File: src/rtl/alien_fire_pkg.sv
// rtl/alien_fire_pkg.sv - shared state encoding and default geometry for the alien bomb scheduler
package alien_fire_pkg;

    typedef enum logic [2:0] {
        IDLE,
        ARM,
        LOAD,
        WAIT,
        SCAN,
        REQ
    } fire_state_t;

    localparam int RND_W      = 10;
    localparam int NUM_COLS   = 11;
    localparam int COL_W      = 4;
    localparam int MIN_DELAY  = 16;
    localparam int DELAY_BITS = 6;

    // Counter must hold MIN_DELAY + 2**DELAY_BITS - 1.
    function automatic int delay_cnt_width(input int min_delay, input int delay_bits);
        return $clog2(min_delay + (1 << delay_bits));
    endfunction

endpackage

File: src/rtl/frame_delay_cnt.sv
// rtl/frame_delay_cnt.sv - loadable frame down-counter with a done strobe on the 1->0 tick
module frame_delay_cnt
    import alien_fire_pkg::*;
#(
    parameter int CNT_W = 7
) (
    input  logic             clk,
    input  logic             reset,
    input  logic             load,
    input  logic [CNT_W-1:0] load_val,
    input  logic             count_en,
    input  logic             tick,
    output logic [CNT_W-1:0] cnt,
    output logic             done
);

    // Combinational so the owner can leave its wait state on the same edge the count hits 0.
    assign done = count_en && tick && (cnt == CNT_W'(1));

    always_ff @(posedge clk or posedge reset) begin
        if (reset) begin
            cnt <= '0;
        end else if (load) begin
            cnt <= load_val;
        end else if (count_en && tick && (cnt != '0)) begin
            cnt <= cnt - 1'b1;
        end
    end

endmodule

File: src/rtl/alien_fire_scheduler.sv
// rtl/alien_fire_scheduler.sv - picks when and from which column the next alien bomb drops
// Optional ALIEN_FIRE_SPEEDUP_EN adds speed_lvl to shorten the frame delay.
module alien_fire_scheduler #(
    parameter int RND_W      = alien_fire_pkg::RND_W,
    parameter int NUM_COLS   = alien_fire_pkg::NUM_COLS,
    parameter int COL_W      = alien_fire_pkg::COL_W,
    parameter int MIN_DELAY  = alien_fire_pkg::MIN_DELAY,
    parameter int DELAY_BITS = alien_fire_pkg::DELAY_BITS
) (
    input  logic                clk,
    input  logic                reset,
    input  logic                enable,
    input  logic                frame_tick,
    input  logic [RND_W-1:0]    rnd_val,
    input  logic [NUM_COLS-1:0] alive_cols,
    input  logic                drop_ack,
`ifdef ALIEN_FIRE_SPEEDUP_EN
    input  logic [1:0]          speed_lvl,
`endif
    output logic                rnd_rise,
    output logic                drop_req,
    output logic [COL_W-1:0]    drop_col,
    output logic                no_target
);
    import alien_fire_pkg::*;

    localparam int CNT_W = delay_cnt_width(MIN_DELAY, DELAY_BITS);
    localparam logic [COL_W-1:0] LAST_COL = COL_W'(NUM_COLS - 1);

    fire_state_t      state;
    logic [COL_W-1:0] scan_idx;
    logic [COL_W-1:0] scan_cnt;
    logic [CNT_W-1:0] delay_sum;
    logic [CNT_W-1:0] delay_val;
    logic [CNT_W-1:0] delay_cnt;
    logic             delay_done;
    logic [COL_W-1:0] rnd_col;
    logic [COL_W-1:0] start_col;

    assign delay_sum = CNT_W'(MIN_DELAY) + CNT_W'(rnd_val[DELAY_BITS-1:0]);

`ifdef ALIEN_FIRE_SPEEDUP_EN
    logic [CNT_W-1:0] delay_shifted;
    assign delay_shifted = delay_sum >> speed_lvl;
    assign delay_val     = (delay_shifted == '0) ? CNT_W'(1) : delay_shifted;
`else
    assign delay_val = delay_sum;
`endif

    // Top random bits pick the first column; out-of-range values fold back once.
    assign rnd_col   = rnd_val[RND_W-1 -: COL_W];
    assign start_col = ({1'b0, rnd_col} >= (COL_W+1)'(NUM_COLS)) ? rnd_col - COL_W'(NUM_COLS) : rnd_col;

    frame_delay_cnt #(
        .CNT_W (CNT_W)
    ) u_delay (
        .clk      (clk),
        .reset    (reset),
        .load     ((state == LOAD) && enable),
        .load_val (delay_val),
        .count_en (state == WAIT),
        .tick     (frame_tick),
        .cnt      (delay_cnt),
        .done     (delay_done)
    );

    always_ff @(posedge clk or posedge reset) begin
        if (reset) begin
            state     <= IDLE;
            rnd_rise  <= 1'b0;
            drop_req  <= 1'b0;
            drop_col  <= '0;
            no_target <= 1'b0;
            scan_idx  <= '0;
            scan_cnt  <= '0;
        end else begin
            rnd_rise  <= 1'b0;
            no_target <= 1'b0;
            case (state)
                IDLE: begin
                    if (enable) begin
                        state    <= ARM;
                        rnd_rise <= 1'b1;
                    end
                end
                ARM: begin
                    state <= enable ? LOAD : IDLE;
                end
                LOAD: begin
                    if (!enable) begin
                        state <= IDLE;
                    end else begin
                        scan_idx <= start_col;
                        scan_cnt <= '0;
                        state    <= WAIT;
                    end
                end
                WAIT: begin
                    if (!enable) begin
                        state <= IDLE;
                    end else if (delay_done) begin
                        state <= SCAN;
                    end
                end
                SCAN: begin
                    if (!enable) begin
                        state <= IDLE;
                    end else if (alive_cols[scan_idx]) begin
                        drop_col <= scan_idx;
                        drop_req <= 1'b1;
                        state    <= REQ;
                    end else if (scan_cnt == LAST_COL) begin
                        no_target <= 1'b1;
                        state     <= IDLE;
                    end else begin
                        scan_idx <= (scan_idx == LAST_COL) ? '0 : scan_idx + 1'b1;
                        scan_cnt <= scan_cnt + 1'b1;
                    end
                end
                REQ: begin
                    // The bomb handshake always completes, regardless of enable.
                    if (drop_ack) begin
                        drop_req <= 1'b0;
                        state    <= IDLE;
                    end
                end
                default: state <= IDLE;
            endcase
        end
    end

endmodule

File: config.mk
export PLATFORM = sky130hd
export DESIGN_NAME = alien_fire_scheduler
export DESIGN_NICKNAME = d
export VERILOG_FILES = /design/src/rtl/alien_fire_pkg.sv /design/src/rtl/frame_delay_cnt.sv /design/src/rtl/alien_fire_scheduler.sv
export SDC_FILE = /design/constraint.sdc
export NUM_CORES = 1
export LEC_CHECK = 0
export BUFFER_PORTS_ARGS = -buffer_cell sky130_fd_sc_hd__buf_4
export CAP_MARGIN = 30
export CORE_MARGIN = 2
export CORE_UTILIZATION = 49
export CTS_CLUSTER_SIZE = 14
export DETAILED_ROUTE_END_ITERATION = 16
export GPL_ROUTABILITY_DRIVEN = 0
export PLACE_DENSITY = 0.75
export SLEW_MARGIN = 20
export SYNTH_ARGS = -nofsm -noshare
export SYNTH_HDL_FRONTEND = slang
export SYNTH_SLANG_ARGS = --single-unit
export TNS_END_PERCENT = 50
File: constraint.sdc
create_clock -name clk -period 2 [get_ports clk]
set_clock_uncertainty 0.2 [all_clocks]
set_input_delay 0.2 -clock clk [delete_from_list [all_inputs] [get_ports clk]]
set_output_delay 0.2 -clock clk [all_outputs]
set_load 0.01 [all_outputs]
* After elaboration in Yosys (flattened, before gate mapping)
Index checks and enable logic that the tools add are counted.
** Storage, ports and cells
- Logic and storage cells :: 81
- Memory bits (read-only) :: 0
- Latch bits :: 0
- Memories kept :: 0
- Memory bits (writable) :: 0
- Register bits :: 25
** Cells by class
- Mux-type cells :: 36
- Multiply operators :: 0
- Eq/ne operators :: 17
- $add $sub $neg :: 5
- Bitwise operators :: 0
- Order comparisons :: 2
- Div/mod/pow operators :: 0
- Shift-type cells :: 0
- Reduce and logical (&&, ||, !) cells :: 13
** Operators by type and width (number)
- 4-bit 2-to-1 mux :: 10
- 3-bit 2-to-1 mux :: 7
- 3-bit one-hot mux with 6 select lines :: 1
- 4-bit one-hot mux with 2 select lines :: 2
- 7-bit 2-to-1 mux :: 2
- 2-bit != test (second input constant) :: 7
- 1-bit 2-to-1 mux :: 10
- 4-bit by 1-bit adder with 4-bit output (second input constant) :: 2
- 4-bit equality test (second input constant) :: 2
- 4-bit AND reduction :: 2
- 5-bit by 6-bit adder with 7-bit output (first input constant) :: 1
- 7-bit by 1-bit equality test with 1-bit output (second input constant) :: 1
- 7-bit nonzero test :: 1
- 7-bit by 1-bit subtractor with 7-bit output (second input constant) :: 1
- 3-bit by 2-bit equality test with 1-bit output (second input constant) :: 2
- 3-bit equality test (second input constant) :: 2
- 2-bit nonzero test :: 3
- 4-bit by 5-bit less-than comparator with 1-bit output (second input constant) :: 1
- 5-bit AND reduction :: 1
- 1-bit binary-select mux with 4-bit select :: 1
- 4-bit greater-or-equal comparator (second input constant) :: 1
- 1-bit logical AND :: 4
- 2-bit 2-to-1 mux :: 2
- 4-bit != test (second input constant) :: 1
- other kinds (6) :: 6

* Longest topological paths before layout
- Word-level depth :: 6
- Mapped depth :: 7
- Depth with buffers taken out :: 7

* Cells and area by module
A second synthesis with hierarchy kept.
** Second synthesis, totals
- Cell total of the unflattened synthesis :: 180
- Area total of the unflattened synthesis :: 1670.4 um2
** By module, submodules not included
- alien_fire_scheduler :: cells an instance 126, area an instance 1188.6 um2, times used 1, seq. area each 450.4 um2
- frame_delay_cnt :: cells an instance 54, area an instance 481.7 um2, times used 1, seq. area each 175.2 um2

* Least setup slack after synthesis
OpenSTA, ideal clock, no wires.
- Path kind :: register to register
- Start :: reg scan_idx[0]
- End :: reg scan_idx[2]
- Period minus slack after synthesis :: 2.068 ns
- Buffers on the path :: 0
- Setup time :: 0.125 ns
- Setup slack :: -0.068 ns
- Stages on the path, launching flop included :: 6
- Arrival :: 1.743 ns
- Cells stage by stage :: dfrtp_1 -> mux4_2 -> nor2_4 -> a2bb2oi_4 -> a31oi_4 -> mux2_4
** Between the ends
- Cells in the longest elaborated chain, start to end :: 6
- Elaborated cells on any way between the ends :: 11
- Those cells by class :: 1 x add/sub; 2 x eq/ne; 7 x mux; 1 x reduce/logical
** Ends and longest elaborated chain
- from (decl) :: line alien_fire_scheduler.sv:31 : logic [COL_W-1:0] scan_idx;
- from (signal assigned) :: line alien_fire_scheduler.sv:93 : scan_idx <= start_col;
- from (signal assigned) :: line alien_fire_scheduler.sv:116 : scan_idx <= (scan_idx == LAST_COL) ? '0 : scan_idx + 1'b1;
- 4-bit by 1-bit adder with 4-bit output / 4-bit equality test (equally long branches) :: line alien_fire_scheduler.sv:116
- 4-bit 2-to-1 mux :: line alien_fire_scheduler.sv:116
- 4-bit 2-to-1 mux :: line alien_fire_scheduler.sv:112 : end else if (scan_cnt == LAST_COL) begin
- 4-bit 2-to-1 mux :: line alien_fire_scheduler.sv:108 : end else if (alive_cols[scan_idx]) begin
- 4-bit 2-to-1 mux :: line alien_fire_scheduler.sv:106 : if (!enable) begin
- 4-bit one-hot mux with 2 select lines :: line alien_fire_scheduler.sv:79 : case (state)
Parallel ways exist; a longest one is shown, timed or not. The select of a mux whose other input is x is not followed.
A chain may end at the register's enable or synchronous reset.

* Final worst setup path
- Start :: reg scan_idx[0]
- End :: reg scan_idx[3]
Same word-level chain as after synthesis.

==> results.sh <==
export IMPL_antenna_diode_count=0
export IMPL_asyncSetResetFlopFracSynth=1.00
export IMPL_max_slew_violation_total_from_the_final_report=0
export IMPL_slowest_stage="sky130_fd_sc_hd__mux4_2"
export IMPL_synth_top_family_by_area="simple AND/OR/NAND/NOR gates"
export IMPL_synth_mux_area_frac=0.114
export IMPL_vdd_drop_max_v=0.000491
export IMPL_ports_placed_on_the_boundary=33
export IMPL_grt_util_all_layers=0.226
export IMPL_synthDistinctLibCells=50
export IMPL_power_density_nw_per_um2=1230
export IMPL_hp_class="in2reg"
export IMPL_finalSetupTns_ns=-0.466
export IMPL_synth_top_area_share=0.383
export IMPL_dp_cells=269
export IMPL_drcViolationCount=0
export IMPL_max_slew_margin_rel=0.740
export IMPL_vias=1547
export IMPL_synth_xor_area_frac=0.0322
export IMPL_timing_max_cap_violations=0
export IMPL_first_pass_grt_wire_length_mm=6.39
export IMPL_final_instance_count_excl_fill=285
export IMPL_syn_avg_cell_area_sq_um=9.45
export IMPL_floorplan_die_area_sq_um=3810
export IMPL_fillCellCount=234
export IMPL_hold_viol=0
export IMPL_multi_input_gate_area_in_the_final_layout_sq_um=971
export IMPL_row_count=20
export IMPL_synth_simple_area_share=0.208
export IMPL_netlist_top_cells_count="sky130_fd_sc_hd__dfrtp_1, sky130_fd_sc_hd__nand2_1, sky130_fd_sc_hd__o21ai_0"
export IMPL_synth_compound_area_frac=0.180
export IMPL_cts_reportedPaths_clkPinSlew_ns=0.14
export IMPL_cts_buffer_depth=2
export IMPL_grt_max_degree=26
export IMPL_gr_ovfl_total=0
export IMPL_worst_setup_slack_after_placement_ns=-0.147
export IMPL_drive_gt1_frac=0.332
export IMPL_antenna_found_initial=0
export IMPL_area_sequential_sq_um=628
export IMPL_drt_wirelength_per_cell_um=14.0
export IMPL_area_delta_synth_final_pct=38.9
export IMPL_clock_latency_ns=0.32
export IMPL_fin_ws_ns=-0.103
export IMPL_average_vias_per_placed_instance=5.43
export IMPL_drt_first_pass_iters=4
export IMPL_worstSetupEndpointType="flip-flop"
export IMPL_p_leak_nw=1.08
export IMPL_worstMarginPinSlew_ns=0.385
export IMPL_final_period_util=1.05
export IMPL_critical_path_peak_fanout=5
export IMPL_placeableCoreArea_sq_um=3100
export IMPL_adder_cell_fraction_of_synth_area=0.0459
export IMPL_syn_instance_count=173
export IMPL_critical_path_startpoint_type="flip-flop"
export IMPL_die_width_um=61.7
export IMPL_total_power_w=0.00279
export IMPL_synth_ff_latch_count=25
export IMPL_setup_slack_of_the_most_critical_reg_to_reg_path_ns=-0.10
export IMPL_yosysSeqAreaShare=0.383
export IMPL_largest_stage_delay_worst_path_ns=0.55
export IMPL_violations="negative setup slack"
export IMPL_final_setup_viol_count=12
export IMPL_cts_root_buffer="sky130_fd_sc_hd__clkbuf_4"
export IMPL_initial_core_util=0.527
export IMPL_timing_setup_critical_path_class="reg2reg"
export IMPL_syn_area_sq_um=1630
export IMPL_numCtsBuffers=3
export IMPL_clock_tree_htree_level_count=1
export IMPL_timing_final_crit_period_ns=2.10
export IMPL_clock_sinks=25
export IMPL_status="finished with violations"
export IMPL_port_buffers=32
export IMPL_fin_nets=274
export IMPL_drt_iter0_markers=88
export IMPL_unrepaired_setup_endpoints_after_global_routing="yes"
export IMPL_most_frequent_cell_after_synthesis="sky130_fd_sc_hd__dfrtp_1"
export IMPL_routed_wl_mm=3.99
export IMPL_ant_nets=0
export IMPL_worstPathRequired_ns=2.02
export IMPL_cp_arrival_ns=2.12
export IMPL_dieHeight_um=61.7
export IMPL_max_freq_mhz=476
export IMPL_ys_dominant_reg_cell="sky130_fd_sc_hd__dfrtp_1"
export IMPL_yosys_top_cells_area="sky130_fd_sc_hd__dfrtp_1, sky130_fd_sc_hd__mux2i_1, sky130_fd_sc_hd__nand2_1, sky130_fd_sc_hd__ha_1, sky130_fd_sc_hd__o21ai_0"
export IMPL_synth_fp_nets=205
export IMPL_synth_largest_area_cell="sky130_fd_sc_hd__dfrtp_1"
export IMPL_first_global_vias=1509
export IMPL_number_of_synthesized_flops_with_an_enable_pin=0
export IMPL_finish_utilization=0.731
export IMPL_crit_path_cell_trace="mux4_2 -> nor2_4 -> a2bb2oi_4 -> a31oi_4 -> mux2_4"
export IMPL_synth_warnings=0
export IMPL_detailed_place_hpwl_mm=2.94
export IMPL_clock_tree_from_tritoncts="yes"
==> cells by family (layout without fill, tap and decap cells) <==
family,after synthesis,in the layout
buffers and inverters,15,83
adders and majority gates,6,6
xor gates and xnor gates,6,6
AOI/OAI and AO/OA,39,39
and+or+nand+nor,66,66
DFF,25,25
muxes,16,16
==> metal layers <==
| metal | GRT usage | vias up | share of wire |
|---|---|---|---|
| met3 | 0.0269 | 6 | 0.030 |
| met2 | 0.394 | 37 | 0.52 |
| met5 | 0 | - | 0 |
| li1 | - | 758 | - |
| met1 | 0.284 | 746 | 0.44 |
| met4 | 0.0912 | 0 | 0.016 |
==> what timing repair did <==
| item | CTS | global route |
|---|---|---|
| hold buffers | 9 | 0 |
| resized for setup | 2 | 5 |
| buffers inserted | 2 | 1 |
| setup endpoints to repair | 12 | 17 |
| pin swaps | 3 | 2 |
| endpoints found under the hold margin | 33 | 0 |
==> power by group <==
part	internal (W)	switching [W]	total [W]
Combinational	0.000851	0.000800	0.00165
Clock	0.0000779	0.000153	0.000231
Sequential	0.000710	0.000198	0.000908
Total	0.00164	0.00115	0.00279
==> critical path, delay by kind of cell, from the launching register on <==
| kind | cells | cell delay (ns) |
|---|---|---|
| compound gates | 2 | 0.32 |
| flops | 1 | 0.45 |
| simple gates | 1 | 0.16 |
| mux | 2 | 0.87 |
==> cell usage in the layout (no fill, tap or decap), types with 2 or more instances in the layout <==
cell	netlist	final
sky130_fd_sc_hd__nor3_1	5	4
sky130_fd_sc_hd__buf_4	0	61
sky130_fd_sc_hd__o21ai_1	2	2
sky130_fd_sc_hd__nor2b_1	6	6
sky130_fd_sc_hd__o2bb2ai_2	1	2
sky130_fd_sc_hd__dlygate4sd3_1	0	9
sky130_fd_sc_hd__a21oi_1	8	8
sky130_fd_sc_hd__nor2_1	10	10
sky130_fd_sc_hd__clkbuf_4	0	3
sky130_fd_sc_hd__o21ai_0	11	11
sky130_fd_sc_hd__mux2_1	3	3
sky130_fd_sc_hd__xnor2_1	2	2
sky130_fd_sc_hd__ha_1	6	6
sky130_fd_sc_hd__nand2_1	21	21
sky130_fd_sc_hd__nand3b_1	2	2
sky130_fd_sc_hd__nand2b_1	3	3
sky130_fd_sc_hd__dfrtp_2	0	2
sky130_fd_sc_hd__dfrtp_1	25	23
sky130_fd_sc_hd__xor2_1	4	4
sky130_fd_sc_hd__inv_1	8	8
sky130_fd_sc_hd__mux2i_1	10	10
sky130_fd_sc_hd__mux2_4	2	2
sky130_fd_sc_hd__nor4_1	2	2
sky130_fd_sc_hd__nand3_1	5	5
==> metrics by stage <==
stage	cell area (sq um)	hold slack, ns
floorplan	1630	0.0273
global placement	2100	0.0778
detailed placement	2100	0.0800
CTS	2240	0.0920
global route	2270	0.0900
finish	2270	0.112
==> sequential cells by signal, indices dropped and copies added, names as in the netlist <==
signal,count
rnd_rise,1
scan_idx,4
state,3
no_target,1
drop_col,4
drop_req,1
u_delay.cnt,7
scan_cnt,4
==> area by class of cell <==
cell class | count | area share
multi-input cells | 133 | 0.428
flip-flops and latches | 25 | 0.277
repair buffers | 71 | 0.246
well taps | 44 | 0.0243
inverters | 8 | 0.0132
clock buffers | 4 | 0.0116
==> final timing paths <==
check	from	to	cells past startpoint
max in group asynchronous	reset	scan_idx[0]	4
max reg2reg	scan_idx[0]	scan_idx[3]	5
max	scan_idx[0]	scan_idx[3]	5
min reg2reg	scan_cnt[2]	scan_cnt[2]	1
min in group asynchronous	reset	u_delay.cnt[5]	4
min	rnd_val[6]	scan_idx[0]	4
(Power assumes the default switching activity.)
